<file path="src/rtl/forward_hazard_unit.sv">
// rtl/forward_hazard_unit.sv - EX operand forwarding select and load-use/branch hazard control
module forward_hazard_unit #(
    parameter int REG_W      = 3,
    parameter int LOAD_STALL = 1,
    parameter int ZERO_REG   = 1
) (
    input  logic             clk,
    input  logic             reset,
    input  logic [REG_W-1:0] id_src_a,
    input  logic [REG_W-1:0] id_src_b,
    input  logic             id_use_a,
    input  logic             id_use_b,
    input  logic [REG_W-1:0] id_dest,
    input  logic             id_wr,
    input  logic             id_load,
    input  logic             id_valid,
    input  logic             branch_taken,
    output logic [1:0]       fwd_sel_a,
    output logic [1:0]       fwd_sel_b,
    output logic             if_id_stall,
    output logic             id_ex_bubble,
    output logic             if_id_flush
);

    typedef struct packed {
        logic             valid;
        logic [REG_W-1:0] src_a;
        logic [REG_W-1:0] src_b;
        logic             use_a;
        logic             use_b;
        logic [REG_W-1:0] dest;
        logic             wr;
        logic             load;
    } stage_t;

    typedef enum logic [1:0] {
        RUN   = 2'd0,
        STALL = 2'd1,
        FLUSH = 2'd2
    } state_t;

    // Stall cycles remaining after the first one, which RUN itself provides.
    localparam logic [2:0] STALL_INIT = 3'(LOAD_STALL - 1);

    stage_t     id_rec;
    stage_t     ex_rec;
    stage_t     mem_rec;
    stage_t     wb_rec;
    state_t     state;
    logic [2:0] cnt;
    logic       load_use;

    // A producer record feeds a consumer source when it really writes that register.
    function automatic logic rec_match(input stage_t rec, input logic [REG_W-1:0] src,
                                       input logic use_bit);
        logic zero_blocked;
        zero_blocked = (ZERO_REG != 0) && (src == '0);
        return rec.valid && rec.wr && use_bit && (rec.dest == src) && !zero_blocked;
    endfunction

    // Pack the ID-stage fields into the same record shape as the pipeline stages.
    always_comb begin
        id_rec       = '0;
        id_rec.valid = id_valid;
        id_rec.src_a = id_src_a;
        id_rec.src_b = id_src_b;
        id_rec.use_a = id_use_a;
        id_rec.use_b = id_use_b;
        id_rec.dest  = id_dest;
        id_rec.wr    = id_wr;
        id_rec.load  = id_load;
    end

    // The ID instruction needs a load result that is still in EX.
    always_comb begin
        load_use = id_valid && ex_rec.load &&
                   (rec_match(ex_rec, id_src_a, id_use_a) ||
                    rec_match(ex_rec, id_src_b, id_use_b));
    end

    // Operand select for EX: an ALU result in MEM wins over anything in WB; loads come from WB only.
    always_comb begin
        fwd_sel_a = 2'b00;
        fwd_sel_b = 2'b00;
        if (reset) begin
            if (rec_match(mem_rec, ex_rec.src_a, ex_rec.use_a) && !mem_rec.load) begin
                fwd_sel_a = 2'b01;
            end else if (rec_match(wb_rec, ex_rec.src_a, ex_rec.use_a)) begin
                fwd_sel_a = 2'b10;
            end
            if (rec_match(mem_rec, ex_rec.src_b, ex_rec.use_b) && !mem_rec.load) begin
                fwd_sel_b = 2'b01;
            end else if (rec_match(wb_rec, ex_rec.src_b, ex_rec.use_b)) begin
                fwd_sel_b = 2'b10;
            end
        end
    end

    // Hazard controls: a taken branch overrides any stall; FLUSH keeps EX empty for one more cycle.
    always_comb begin
        if_id_stall  = 1'b0;
        id_ex_bubble = 1'b0;
        if_id_flush  = 1'b0;
        if (!reset) begin
            if_id_stall  = 1'b0;
        end else if (branch_taken) begin
            if_id_flush  = 1'b1;
            id_ex_bubble = 1'b1;
        end else begin
            case (state)
                STALL: begin
                    if_id_stall  = 1'b1;
                    id_ex_bubble = 1'b1;
                end
                FLUSH: begin
                    id_ex_bubble = 1'b1;
                end
                default: begin
                    if (load_use) begin
                        if_id_stall  = 1'b1;
                        id_ex_bubble = 1'b1;
                    end
                end
            endcase
        end
    end

    // Hazard state machine with the remaining-stall counter.
    always_ff @(posedge clk or negedge reset) begin
        if (!reset) begin
            state <= RUN;
            cnt   <= 3'd0;
        end else if (branch_taken) begin
            state <= FLUSH;
            cnt   <= 3'd0;
        end else begin
            case (state)
                STALL: begin
                    if (cnt <= 3'd1) begin
                        state <= RUN;
                        cnt   <= 3'd0;
                    end else begin
                        cnt <= cnt - 3'd1;
                    end
                end
                FLUSH: begin
                    state <= RUN;
                end
                default: begin
                    if (load_use) begin
                        cnt   <= STALL_INIT;
                        state <= (STALL_INIT != 3'd0) ? STALL : RUN;
                    end
                end
            endcase
        end
    end

    // Stage records shift every cycle; a bubble turns the incoming EX record into an empty slot.
    always_ff @(posedge clk or negedge reset) begin
        if (!reset) begin
            ex_rec  <= '0;
            mem_rec <= '0;
            wb_rec  <= '0;
        end else begin
            wb_rec  <= mem_rec;
            mem_rec <= ex_rec;
            ex_rec  <= id_ex_bubble ? '0 : id_rec;
        end
    end

    // Consumer-side fields of the later stages are kept for completeness but never read.
    logic unused_rec_bits;
    assign unused_rec_bits = ^{mem_rec.src_a, mem_rec.src_b, mem_rec.use_a, mem_rec.use_b,
                               wb_rec.src_a, wb_rec.src_b, wb_rec.use_a, wb_rec.use_b,
                               wb_rec.load};

endmodule
</file>
<file path="config.mk">
export PLATFORM = sky130hd
export DESIGN_NAME = forward_hazard_unit
export DESIGN_NICKNAME = d
export VERILOG_FILES = /design/src/rtl/forward_hazard_unit.sv
export SDC_FILE = /design/constraint.sdc
export NUM_CORES = 1
export LEC_CHECK = 0
export CORE_MARGIN = 4
export CORE_UTILIZATION = 45
export CTS_CLUSTER_DIAMETER = 200
export DETAILED_ROUTE_END_ITERATION = 12
export DONT_BUFFER_PORTS = 1
export GPL_ROUTABILITY_DRIVEN = 0
export PLACE_DENSITY_LB_ADDON = 0.05
export REMOVE_ABC_BUFFERS = 1
export SYNTH_ARGS = -nofsm -noshare
export SYNTH_HDL_FRONTEND = slang
export SYNTH_SLANG_ARGS = --single-unit
</file>
<file path="constraint.sdc">
create_clock -name clk -period 1.7 [get_ports clk]
set_clock_uncertainty 0.1 [all_clocks]
set_input_delay 0.17 -clock clk [delete_from_list [all_inputs] [get_ports clk]]
set_output_delay 0.17 -clock clk [all_outputs]
set_load 0.05 [all_outputs]
</file>
==> impl_metrics.env <==
export IMPL_track_usage=0.159
export IMPL_avgSynthCellArea_um2=13.5
export IMPL_synth_area_top_cells="dfrtp_1, nor3b_2, xnor2_1"
export IMPL_drt_pass1_iter_count=4
export IMPL_clk_latency_ns=0.31
export IMPL_cp_top_family="flip-flops"
export IMPL_syn_to_final_growth_pct=39.3
export IMPL_wirelength_mm=2.49
export IMPL_core_area_um2=2520
export IMPL_drive_gt1_frac=0.430
export IMPL_drc=0
export IMPL_p_per_area_nw_per_um2=709
export IMPL_syn_area_um2=1210
export IMPL_antenna_found_initial=0
export IMPL_synth_area_leader_cell="dfrtp_1"
export IMPL_htree_levels=1
export IMPL_grt_pass1_wl_mm=4.15
export IMPL_die_w_um=59.9
export IMPL_period_minus_slack_ns=2.04
export IMPL_setup_worst_path_start="ex_rec[3]"
export IMPL_synth_cell_types=30
export IMPL_tightestPinTransition_ns=0.492
export IMPL_max_freq_mhz=491
export IMPL_layout_nets=139
export IMPL_seqPwrFrac=0.581
export IMPL_ant_nets=0
export IMPL_ys_seq_area_frac=0.537
export IMPL_yosys_most_used_dff="dfrtp_1"
export IMPL_row_count=18
export IMPL_numCtsBuffers=3
export IMPL_yosysWarnings=0
export IMPL_clk_path_buf_depth=2
export IMPL_end_kind="output port"
export IMPL_cts_tree="yes"
export IMPL_async_reset_ff_frac=1.00
export IMPL_swShare=0.244
export IMPL_report_final_setup_viol=6
export IMPL_first_iter_violations=20
export IMPL_synth_edf_count=0
export IMPL_drv_slew=0
export IMPL_cap_violations=0
export IMPL_crit_arrival_ns=1.77
export IMPL_cts_sinks=26
export IMPL_combPwrFrac=0.172
export IMPL_syn_inst=90
export IMPL_synth_most_common_cell="dfrtp_1"
export IMPL_path_clk_slew_ns=0.13
export IMPL_min_path_type="in2async"
export IMPL_grt_pass1_vias=911
export IMPL_diodes=0
export IMPL_outcome="finished, violations left"
export IMPL_hold_viol=0
export IMPL_cp_max_fo=4
export IMPL_slew_headroom=0.674
export IMPL_cp_data_required_time_ns=1.43
export IMPL_ios=24
export IMPL_crit_slowest_cell="dfrtp_2"
export IMPL_p_leak_uw=0.000689
export IMPL_pre_cts_ws_ns=-0.0310
export IMPL_slowest_delay_ns=0.48
export IMPL_fin_crit_sh=1.20
export IMPL_setup_slack_ns=-0.335
export IMPL_initial_core_util=0.480
export IMPL_power_frac_clock=0.247
export IMPL_power_switching_uw=292
export IMPL_hpwl_mm=1.66
export IMPL_dpl_cell_area_um2=1350
export IMPL_r2r_start="ex_rec[3]"
export IMPL_grt_max_degree=27
export IMPL_violations="setup timing"
export IMPL_avgViaCountPerCell=5.24
export IMPL_grt_overflow_total=0
export IMPL_vdd_ir_drop_max_uv=420
export IMPL_vias=791
export IMPL_crit_path_start_kind="register"
export IMPL_io_buffer_count=0
export IMPL_rsz0062_at_grt="true"
export IMPL_crit_chain="xnor2_2, o2111ai_2, o22a_1, nor4_2, buf_4"
export IMPL_synthTopCellsByCount="dfrtp_1, nor3b_2, xnor2_1"
export IMPL_dieArea_um2=3590
export IMPL_internal_power_uw=904
export IMPL_cp_num_buf_inv=1
export IMPL_path_class="reg2out"
export IMPL_synth_seq_cells=26
export IMPL_wl_per_cell_um=16.5
export IMPL_ctsRootBufferMaster="clkbuf_4"
export IMPL_stdcell_area_um2=1690
export IMPL_fp_dieH_um=59.9
export IMPL_yosysTopAreaCellShare=0.537
==> repair_timing <==
| item | CTS | global route |
|---|---|---|
| hold endpoints to repair | 41 | 0 |
| setup endpoints to repair | 6 | 20 |
| hold buffers | 17 | 0 |
| cloned | 0 | 0 |
| pin swaps | 8 | 6 |
| buffers inserted | 2 | 1 |
| gates resized for setup | 10 | 10 |
==> area by class of cell <==
class	count	area, µm²
sequential	26	653
tap	30	37.5
timing repair buffer	30	327
fill	203	836
inverter	2	7.51
clock buffer	4	36.3
multi-input combinational	59	626
==> placed cells by master, fill, tap and decap left out, types with 2 or more instances in the layout <==
| master | count |
|---|---|
| dfrtp_2 | 2 |
| xnor2_2 | 3 |
| clkbuf_4 | 3 |
| buf_6 | 3 |
| dfrtp_1 | 24 |
| o21a_1 | 2 |
| and2_4 | 2 |
| xnor2_1 | 5 |
| buf_4 | 7 |
| xor2_1 | 6 |
| nor4_2 | 2 |
| dlygate4sd3_1 | 16 |
| nand2b_1 | 2 |
| nor3_2 | 3 |
| buf_12 | 4 |
| nor3b_2 | 9 |
| o2111ai_2 | 5 |
| nor3b_1 | 4 |
==> flip-flops by register name, indices dropped and copies added (netlist names) <==
| name | flops |
|---|---|
| wb_rec | 5 |
| state | 1 |
| ex_rec | 14 |
| mem_rec | 6 |
==> per-stage QoR <==
stage | total power, µW | cells | setup TNS, ns | util | hold WS (ns)
6_report | 1200 | 151 | -1.62 | 0.669 | 0.172
5_1_grt | 1260 | 151 | -2.31 | 0.669 | 0.161
4_1_cts | 1200 | 150 | -1.59 | 0.648 | 0.170
3_5_place_dp | 834 | 127 | -0.0539 | 0.536 | -0.225
3_3_place_gp | 830 | 127 | 0 | 0.536 | -0.225
2_1_floorplan | 796 | 87 | -2.99 | - | -0.226
==> routing by layer <==
metal | global-route usage | wire length, µm | vias to the layer above
met5 | 0 | 0 | -
met4 | 0.0570 | 16 | 0
met3 | 0.0302 | 121 | 2
met2 | 0.285 | 1350 | 18
met1 | 0.188 | 996 | 387
li1 | - | - | 384
==> cell families (layout without fill, tap and decap cells) <==
group,after synthesis,after routing,share of synthesized area
AOI/OAI and AO/OA,12,12,0.106
xor gates and xnor gates,14,14,0.101
buffers and inverters,5,36,0.0248
DFF,26,26,0.537
and+or+nand+nor,33,33,0.230
==> worst paths after layout <==
| path | to | slack, ns | cells after the start |
|---|---|---|---|
| max | if_id_stall | -0.34 | 5 |
| min | mem_rec[4] | 0.17 | 2 |
| max reg2reg | ex_rec[13] | 0.11 | 6 |
| min reg2reg | mem_rec[13] | 0.29 | 0 |
| max in group asynchronous | ex_rec[3] | 1.18 | 2 |
| min in group clk | ex_rec[8] | 0.21 | 3 |
==> power groups by stage <==
| stage | Clock, µW | Sequential, µW | Combinational (µW) |
|---|---|---|---|
| 4_1_cts | 313 | 693 | 196 |
| 3_3_place_gp | 0 | 702 | 128 |
| 3_5_place_dp | 0 | 703 | 130 |
| 5_1_grt | 339 | 701 | 223 |
| 6_report | 296 | 694 | 206 |
| 2_1_floorplan | 0 | 695 | 100 |
(Power assumes the default switching activity.)
